==> src/rtl/pc_fetch_ctrl_if.sv <==
// Fetch-control bus: next-PC/hazard inputs toward the controller and the
// PC, flush, write-enable and status outputs back to the IF stage.
interface pc_fetch_ctrl_if;
  logic [15:0] next_pc;
  logic        branch_taken;
  logic        stall;
  logic        imem_ready;
  logic        halt_dec;
  logic [15:0] pc;
  logic        flush;
  logic        ifid_we;
  logic        fetch_valid;
  logic        halted;
  logic [15:0] redirect_cnt;

  // Pipeline side: drives next-PC and hazard information, consumes fetch control.
  modport master (
    output next_pc,
    output branch_taken,
    output stall,
    output imem_ready,
    output halt_dec,
    input  pc,
    input  flush,
    input  ifid_we,
    input  fetch_valid,
    input  halted,
    input  redirect_cnt
  );

  // Controller side.
  modport slave (
    input  next_pc,
    input  branch_taken,
    input  stall,
    input  imem_ready,
    input  halt_dec,
    output pc,
    output flush,
    output ifid_we,
    output fetch_valid,
    output halted,
    output redirect_cnt
  );
endinterface

==> src/rtl/pc_fetch_ctrl.sv <==
// Architectural PC register and fetch sequencing: redirects with a timed
// IF/ID flush, instruction-memory wait states, hazard stalls and sticky HLT.
module pc_fetch_ctrl #(
  parameter logic [15:0] RESET_PC     = 16'h0000,
  parameter int unsigned FLUSH_CYCLES = 1  // legal range 1..7
) (
  input logic             clk,
  input logic             rst_n,
  pc_fetch_ctrl_if.slave  bus
);

  typedef enum logic [1:0] {
    StRun   = 2'd0,
    StMiss  = 2'd1,
    StFlush = 2'd2,
    StHalt  = 2'd3
  } state_e;

  localparam logic [2:0] FlushLoad = 3'(FLUSH_CYCLES - 1);

  state_e      state_q, state_d;
  logic [15:0] pc_q, pc_d;
  logic        flush_q, flush_d;
  logic        halted_q, halted_d;
  logic [15:0] redirect_cnt_q, redirect_cnt_d;
  logic [2:0]  flush_cnt_q, flush_cnt_d;
  logic        ifid_we;
  logic        fetch_valid;
  logic [15:0] redirect_cnt_inc;

  assign redirect_cnt_inc = (redirect_cnt_q == 16'hFFFF) ? redirect_cnt_q
                                                         : redirect_cnt_q + 16'd1;

  always_comb begin
    state_d        = state_q;
    pc_d           = pc_q;
    flush_d        = flush_q;
    halted_d       = halted_q;
    redirect_cnt_d = redirect_cnt_q;
    flush_cnt_d    = flush_cnt_q;
    ifid_we        = 1'b0;
    fetch_valid    = 1'b0;

    unique case (state_q)
      StRun: begin
        fetch_valid = bus.imem_ready;
        ifid_we     = bus.imem_ready & ~bus.stall & ~bus.branch_taken;
        if (bus.branch_taken) begin
          pc_d           = bus.next_pc;
          flush_d        = 1'b1;
          flush_cnt_d    = FlushLoad;
          redirect_cnt_d = redirect_cnt_inc;
          state_d        = StFlush;
        end else if (bus.halt_dec) begin
          halted_d = 1'b1;
          state_d  = StHalt;
        end else if (bus.stall) begin
          pc_d = pc_q;
        end else if (!bus.imem_ready) begin
          state_d = StMiss;
        end else begin
          pc_d = bus.next_pc;
        end
      end

      StMiss: begin
        // halt_dec is not honoured here: ID holds no valid instruction.
        fetch_valid = bus.imem_ready;
        ifid_we     = bus.imem_ready & ~bus.stall & ~bus.branch_taken;
        if (bus.branch_taken) begin
          pc_d           = bus.next_pc;
          flush_d        = 1'b1;
          flush_cnt_d    = FlushLoad;
          redirect_cnt_d = redirect_cnt_inc;
          state_d        = StFlush;
        end else if (bus.imem_ready) begin
          if (!bus.stall) begin
            pc_d = bus.next_pc;
          end
          state_d = StRun;
        end
      end

      StFlush: begin
        // Branches and halts seen here come from the wrong path.
        fetch_valid = bus.imem_ready;
        ifid_we     = bus.imem_ready & ~bus.stall;
        if (bus.imem_ready && !bus.stall) begin
          pc_d = bus.next_pc;
        end
        if (flush_cnt_q == 3'd0) begin
          flush_d = 1'b0;
          state_d = StRun;
        end else begin
          flush_cnt_d = flush_cnt_q - 3'd1;
        end
      end

      StHalt: begin
        flush_d  = 1'b0;
        halted_d = 1'b1;
      end

      default: begin
        state_d = StRun;
      end
    endcase
  end

  always_ff @(posedge clk) begin
    if (!rst_n) begin
      state_q        <= StRun;
      pc_q           <= RESET_PC;
      flush_q        <= 1'b0;
      halted_q       <= 1'b0;
      redirect_cnt_q <= 16'h0000;
      flush_cnt_q    <= 3'd0;
    end else begin
      state_q        <= state_d;
      pc_q           <= pc_d;
      flush_q        <= flush_d;
      halted_q       <= halted_d;
      redirect_cnt_q <= redirect_cnt_d;
      flush_cnt_q    <= flush_cnt_d;
    end
  end

  assign bus.pc           = pc_q;
  assign bus.flush        = flush_q;
  assign bus.halted       = halted_q;
  assign bus.redirect_cnt = redirect_cnt_q;
  assign bus.ifid_we      = ifid_we;
  assign bus.fetch_valid  = fetch_valid;

endmodule

==> src/flat_wrapper.sv <==
// flat-port wrapper written by rule: the top's interface ports become plain ports
module pc_fetch_ctrl_flat 
#(
  parameter logic [15:0] RESET_PC     = 16'h0000,
  parameter int unsigned FLUSH_CYCLES = 1                     
)
  (clk, rst_n, bus_next_pc, bus_branch_taken, bus_stall, bus_imem_ready, bus_halt_dec, bus_pc, bus_flush, bus_ifid_we, bus_fetch_valid, bus_halted, bus_redirect_cnt);
  pc_fetch_ctrl_if bus_i ();
  input logic clk;
  input logic rst_n;
  input wire logic [$bits(bus_i.next_pc)-1:0] bus_next_pc;
  input wire logic [$bits(bus_i.branch_taken)-1:0] bus_branch_taken;
  input wire logic [$bits(bus_i.stall)-1:0] bus_stall;
  input wire logic [$bits(bus_i.imem_ready)-1:0] bus_imem_ready;
  input wire logic [$bits(bus_i.halt_dec)-1:0] bus_halt_dec;
  output wire logic [$bits(bus_i.pc)-1:0] bus_pc;
  output wire logic [$bits(bus_i.flush)-1:0] bus_flush;
  output wire logic [$bits(bus_i.ifid_we)-1:0] bus_ifid_we;
  output wire logic [$bits(bus_i.fetch_valid)-1:0] bus_fetch_valid;
  output wire logic [$bits(bus_i.halted)-1:0] bus_halted;
  output wire logic [$bits(bus_i.redirect_cnt)-1:0] bus_redirect_cnt;
  assign bus_i.next_pc = bus_next_pc;
  assign bus_i.branch_taken = bus_branch_taken;
  assign bus_i.stall = bus_stall;
  assign bus_i.imem_ready = bus_imem_ready;
  assign bus_i.halt_dec = bus_halt_dec;
  assign bus_pc = bus_i.pc;
  assign bus_flush = bus_i.flush;
  assign bus_ifid_we = bus_i.ifid_we;
  assign bus_fetch_valid = bus_i.fetch_valid;
  assign bus_halted = bus_i.halted;
  assign bus_redirect_cnt = bus_i.redirect_cnt;
  pc_fetch_ctrl #(.RESET_PC(RESET_PC), .FLUSH_CYCLES(FLUSH_CYCLES)) u_core (.clk(clk), .rst_n(rst_n), .bus(bus_i));
endmodule
==> config.mk <==
export PLATFORM = sky130hd
export DESIGN_NAME = pc_fetch_ctrl_flat
export DESIGN_NICKNAME = d
export VERILOG_FILES = /design/src/rtl/pc_fetch_ctrl_if.sv /design/src/rtl/pc_fetch_ctrl.sv /design/src/flat_wrapper.sv
export SDC_FILE = /design/constraint.sdc
export NUM_CORES = 1
export LEC_CHECK = 0
export BUFFER_PORTS_ARGS = -buffer_cell sky130_fd_sc_hd__buf_4
export CAP_MARGIN = 20
export CORE_MARGIN = 2
export CORE_UTILIZATION = 52
export CTS_BUF_LIST = sky130_fd_sc_hd__clkbuf_4 sky130_fd_sc_hd__clkbuf_8 sky130_fd_sc_hd__clkbuf_16
export CTS_CLUSTER_DIAMETER = 30
export CTS_CLUSTER_SIZE = 16
export DETAILED_ROUTE_END_ITERATION = 7
export PLACE_DENSITY = 0.82
export SYNTH_ARGS = -nofsm -noshare
export SYNTH_HDL_FRONTEND = slang
export SYNTH_SLANG_ARGS = --single-unit
==> constraint.sdc <==
create_clock -name clk -period 2.35 [get_ports clk]
set_clock_uncertainty 0.15 [all_clocks]
set_input_delay 0.5875 -clock clk [delete_from_list [all_inputs] [get_ports clk]]
set_output_delay 0.5875 -clock clk [all_outputs]
set_load 0.02 [all_outputs]
### After elaboration in Yosys (flattened, before gate mapping)

Index checks and enable logic that the tools add are counted.
Widths: inputs -> output; s select.

| storage, ports and cells | value |
|---|---|
| register bits after elaboration | 39 |
| latch bits | 0 |
| bits in writable memories | 0 |
| bits in read-only memories | 0 |
| input port bits | 22 |
| output and inout port bits | 36 |
| word-level logic and storage cells | 73 |
| memories kept | 0 |

| cells by class | value |
|---|---|
| add/sub/neg operators | 2 |
| multipliers | 0 |
| div/mod/pow operators | 0 |
| $lt $le $gt $ge | 0 |
| equality and inequality tests | 17 |
| shifts and indexed selects | 0 |
| multiplexer cells | 28 |
| bitwise operators | 5 |
| reductions and logical operators | 15 |

Operators by type and width:

| cell | count |
|---|---|
| $mux 16 | 8 |
| $pmux 16 s3 | 1 |
| $add 16x1->16 const B | 1 |
| $eq 16x16->1 const B | 1 |
| $ne 3x3->1 const B | 5 |
| $mux 2 | 7 |
| $reduce_and 3->1 | 3 |
| $ne 4x4->1 const B | 2 |
| $reduce_and 7->1 | 1 |
| $mux 3 | 2 |
| $ne 2x1->1 const B | 3 |
| $ne 2x2->1 const B | 3 |
| $pmux 2 s3 | 1 |
| $pmux 3 s2 | 1 |
| $mux 1 | 5 |
| $reduce_and 5->1 | 1 |
| $eq 2x2->1 const B | 2 |
| $pmux 1 s2 | 2 |
| $reduce_bool 2->1 | 2 |
| $logic_not 3->1 | 1 |
| $not 1->1 | 3 |
| $pmux 1 s3 | 1 |
| $reduce_bool 3->1 | 1 |
| $reduce_or 3->1 | 1 |
| other kinds (8) | 9 |

### Depth between registers and ports, before layout

| logic depth | value |
|---|---|
| depth after elaboration | 5 |
| gate-level depth with buffers | 7 |
| depth with buffers taken out | 6 |

### Least setup slack after synthesis

No wires, ideal clock.

| path | value |
|---|---|
| path type | input to output |
| from | input port bus_branch_taken |
| to | output port bus_ifid_we |
| data arrival time | 1717 ps |
| required time | 1612 ps |
| setup slack | -104 ps |
| stages on the path | 5 |
| buffers on the path | 2 |
| cell sequence | buf_4 -> o21ba_2 -> clkbuf_1 -> nor2_1 -> nor3_1 |

| between the ends | value |
|---|---|
| longest elaborated chain between the ends | 3 |

RTL lines:

| element | RTL line | source |
|---|---|---|
| from (decl) | flat_wrapper.sv:12 | `input wire logic [$bits(bus_i.branch_taken)-1:0] bus_branch_taken;` |
| $not 1->1 | pc_fetch_ctrl.sv:47, pc_fetch_ctrl.sv:69 |  |
| $and 1x1->1 | pc_fetch_ctrl.sv:47, pc_fetch_ctrl.sv:69 |  |
| $pmux 1 s2 | pc_fetch_ctrl.sv:44 | `unique case (state_q)` |
| to (decl) | flat_wrapper.sv:18 | `output wire logic [$bits(bus_i.ifid_we)-1:0] bus_ifid_we;` |

No other way between the ends.

### Worst setup path in the final report

| path | value |
|---|---|
| from | register u_core.state_q[1] |
| to | output port bus_ifid_we |

| between the ends | value |
|---|---|
| longest elaborated chain between the ends | 3 |
| elaborated cells between the ends (all ways) | 5 |
| classes of those cells | eq/ne (2); mux (1); reduce/logical (2) |

RTL lines:

| element | RTL line | source |
|---|---|---|
| from (decl) | pc_fetch_ctrl.sv:21 | `state_e state_q, state_d;` |
| from (signal assigned) | pc_fetch_ctrl.sv:112 | `state_q <= StRun;` |
| from (signal assigned) | pc_fetch_ctrl.sv:119 | `state_q <= state_d;` |
| $eq 2x1->1 / $logic_not 2->1 (equally long branches) | pc_fetch_ctrl.sv:44 |  |
| $reduce_or 2->1 (no source line) | n/a |  |
| $pmux 1 s2 * | pc_fetch_ctrl.sv:44 |  |

Every way passes the cells marked *; elsewhere a longest branch is shown, timed or not.

==> metrics.md <==
| Metric | Value |
|---|---|
| Psw | `~0.64 mW` |
| Post-CTS Setup Inserts | `0` |
| First-pass GRT wire length | `7.76 mm` |
| Reg2Reg Depth | `6` |
| Sequential share of power | `0.416` |
| Slew margin rel. | `0.649` |
| Max Cap Viol | `0` |
| TritonCTS clock tree | `built` |
| Core Footprint | `3740 sq um` |
| Largest cells by area after synthesis | `dfxtp_1 38%, mux2i_1 13%, nand2_1 9.2%` |
| Root buffer cell | `clkbuf_8` |
| Chip height | `67.1 um` |
| Worst skew pair latency | `between 200 and 300 ps` |
| Die area | `~4500 sq um` |
| Clock Path Buffers | `2` |
| Final core utilization | `0.714` |
| HP Class | `reg -> reg` |
| Area Growth Syn to Fin | `29.0%` |
| Setup crit start kind | `flop` |
| Hold path cells | `2` |
| DRC | `0` |
| N_diodes | `0` |
| Largest net degree at the start of global routing | `between 50 and 60` |
| H-tree Lvls | `2` |
| Yosys reg bits | `39` |
| Post-DR wirelength/cell | `~14 um` |
| TNS Setup | `0 ps` |
| Post-DP HPWL | `approximately 3.4 mm` |
| Tmin final | `2250 ps` |
| CTS Hold Bufs | `0` |
| CTS Buf Count | `5` |
| Overflow after GRT | `0` |
| Peak supply drop | `0.550 mV` |
| Most frequent cells in the layout | `62 x buf_4, 51 x nand2_1, 37 x dfxtp_1` |
| Number of global-route vias before repair | `1,788` |
| Nets | `around 330` |
| Max Fclk | `444 MHz` |
| Syn_nets | `272` |
| Max-slew violations | `0` |
| Switching share of power | `0.332` |
| Final period utilization | `0.959` |
| Layout cells sized above 1 | `0.270` |
| Total leakage power | `1.20 nW` |
| Worst-Margin Slew | `522 ps` |
| Initial antenna violation count | `0` |
| Critical path capture point type | `primary output` |
| CTS sink count | `39` |
| Cell area after synthesis | `approximately 2100 sq um` |
| Overall Power | `~1.9 mW` |
| GRT Total Usage | `0.227` |
| Req. time, crit path | `1610 ps` |
| Clock Power Share | `0.242` |
| Cell Rows | `22` |
| Worst-path fanout max | `5` |
| First-pass DRT Iterations | `4` |
| DRT iter0 DRCs | `184` |
| Effective utilization at floorplan | `0.553` |
| Critical Path AT | `1520 ps` |
| Count of cell types in the netlist | `43` |
| P_int | `1.28 mW` |
| Share of total power in combinational logic | `0.342` |
| Sequential area share after synthesis | `0.377` |
| Final setup viols | `0` |
| Placer Congestion | `0.779` |
| Vias per inst | `5.40` |
| # port buffers | `57` |
| Status | `completed` |
| Final hold violations | `0` |
| Post-Route WL | `4.71 mm` |
| Number of nets with antenna violations after routing | `0` |
| Overall die width | `67.1 um` |
| Syn_area_per_cell | `8.63 sq um` |
| Most area-hungry cell type in the Yosys netlist | `dfxtp_1` |
| RSZ-0062 raised after global routing | `false` |
| PD cells | `715 nW/um^2` |
| Commonest non-fill, non-tap cell in the layout | `buf_4` |
| Via count | `1,878` |
| WS Path Type | `reg -> out` |
| Worst-path clk slew | `70 ps` |
| Yosys Warn Count | `0` |
| I/O pins | `58` |
| Cells after Synth | `240` |
| Post-synth top area share | `0.377` |
| Hold WS | `311 ps` |
==> final timing paths <==
kind	start	end	slack (ps)
min reg2reg	u_core.bus.pc[9]	u_core.bus.pc[9]	310
max	u_core.state_q[1]	bus_ifid_we	100
min	u_core.bus.pc[9]	u_core.bus.pc[9]	310
max reg2reg	u_core.state_q[1]	u_core.bus.redirect_cnt[11]	320
==> through the flow <==
step,setup slack [ps],cell area (sq um),cells
2_1_floorplan,48.3,2080,240
3_3_place_gp,290,2560,340
3_5_place_dp,248,2560,340
4_1_cts,58.7,2660,348
5_1_grt,11.5,2670,348
6_report,95.8,2670,348
==> cell families after synthesis <==
group | after synthesis | share of synthesized area
AOI/OAI and AO/OA | 39 | 0.138
adders and majority gates | 10 | 0.0604
buffers and inverters | 22 | 0.0477
DFF | 39 | 0.377
muxes | 26 | 0.126
and+or+nand+nor | 104 | 0.251
==> sequential cells by signal, indices dropped and copies added, names as in the netlist <==
signal and cells:
u_core.bus.flush 1, u_core.bus.halted 1, u_core.bus.pc 16, u_core.bus.redirect_cnt 16, u_core.flush_cnt_q 3, u_core.state_q 2
==> power groups by stage <==
| stage | logic, mW | clock network [mW] | registers (mW) |
|---|---|---|---|
| 2_1_floorplan | 0.336 | 0 | 0.881 |
| 3_3_place_gp | 0.624 | 0 | 0.802 |
| 3_5_place_dp | 0.637 | 0 | 0.804 |
| 4_1_cts | 0.641 | 0.472 | 0.794 |
| 5_1_grt | 0.703 | 0.501 | 0.806 |
| 6_report | 0.653 | 0.463 | 0.796 |
==> area by class of cell <==
class	instances	area (sq um)
multi-input combinational	179	1210
fill	296	1070
sequential	39	786
timing repair buffer	63	485
clock buffer	7	83.8
tap	48	60.1
inverter	11	41.3
clock inverter	1	5.00
==> worst max-delay path, cell delays in order, from the launching register on <==
cell and delay, ps:
dfxtp_2 370, inv_1 110, ha_2 210, o21ba_2 210, nor2_1 110, nor3_2 60
buf_4 160
==> cell usage after synthesis (all sizes together) <==
| cell type | number |
|---|---|
| o31ai | 3 |
| o211ai | 1 |
| a21o | 3 |
| nor4 | 3 |
| nand2 | 51 |
| and4 | 2 |
| nor2b | 3 |
| ha | 10 |
| and2b | 1 |
| clkinv | 1 |
| or4 | 3 |
| o21ba | 1 |
| dfxtp | 39 |
| a221o | 1 |
| o21ai | 3 |
| nor2 | 10 |
| nor3b | 1 |
| and3 | 3 |
| o2111ai | 1 |
| and2 | 2 |
| a221oi | 1 |
| a31oi | 1 |
| o21a | 3 |
| o21bai | 1 |
| nor3 | 5 |
| buf | 3 |
| a311oi | 2 |
| nand2b | 9 |
| mux2i | 26 |
| clkbuf | 8 |
| o41ai | 1 |
| inv | 10 |
| nand3b | 1 |
| nand4 | 5 |
| a21oi | 11 |
| a21boi | 1 |
| nand3 | 5 |
| a211oi | 5 |
==> layer usage <==
metal	part of all wire	vias to the layer above	wire, um	global-route usage
met5	0	-	0	0
met4	0.011	0	54	0.0816
met3	0.057	5	270	0.0811
met2	0.47	47	2200	0.359
met1	0.46	871	2190	0.283
li1	-	955	-	-
==> what timing repair did <==
item,4_1_cts,5_1_grt
gates cloned,0,0
setup endpoints to repair,1,1
resized for setup,3,3
Note: power is estimated with default switching activity, not from simulation.
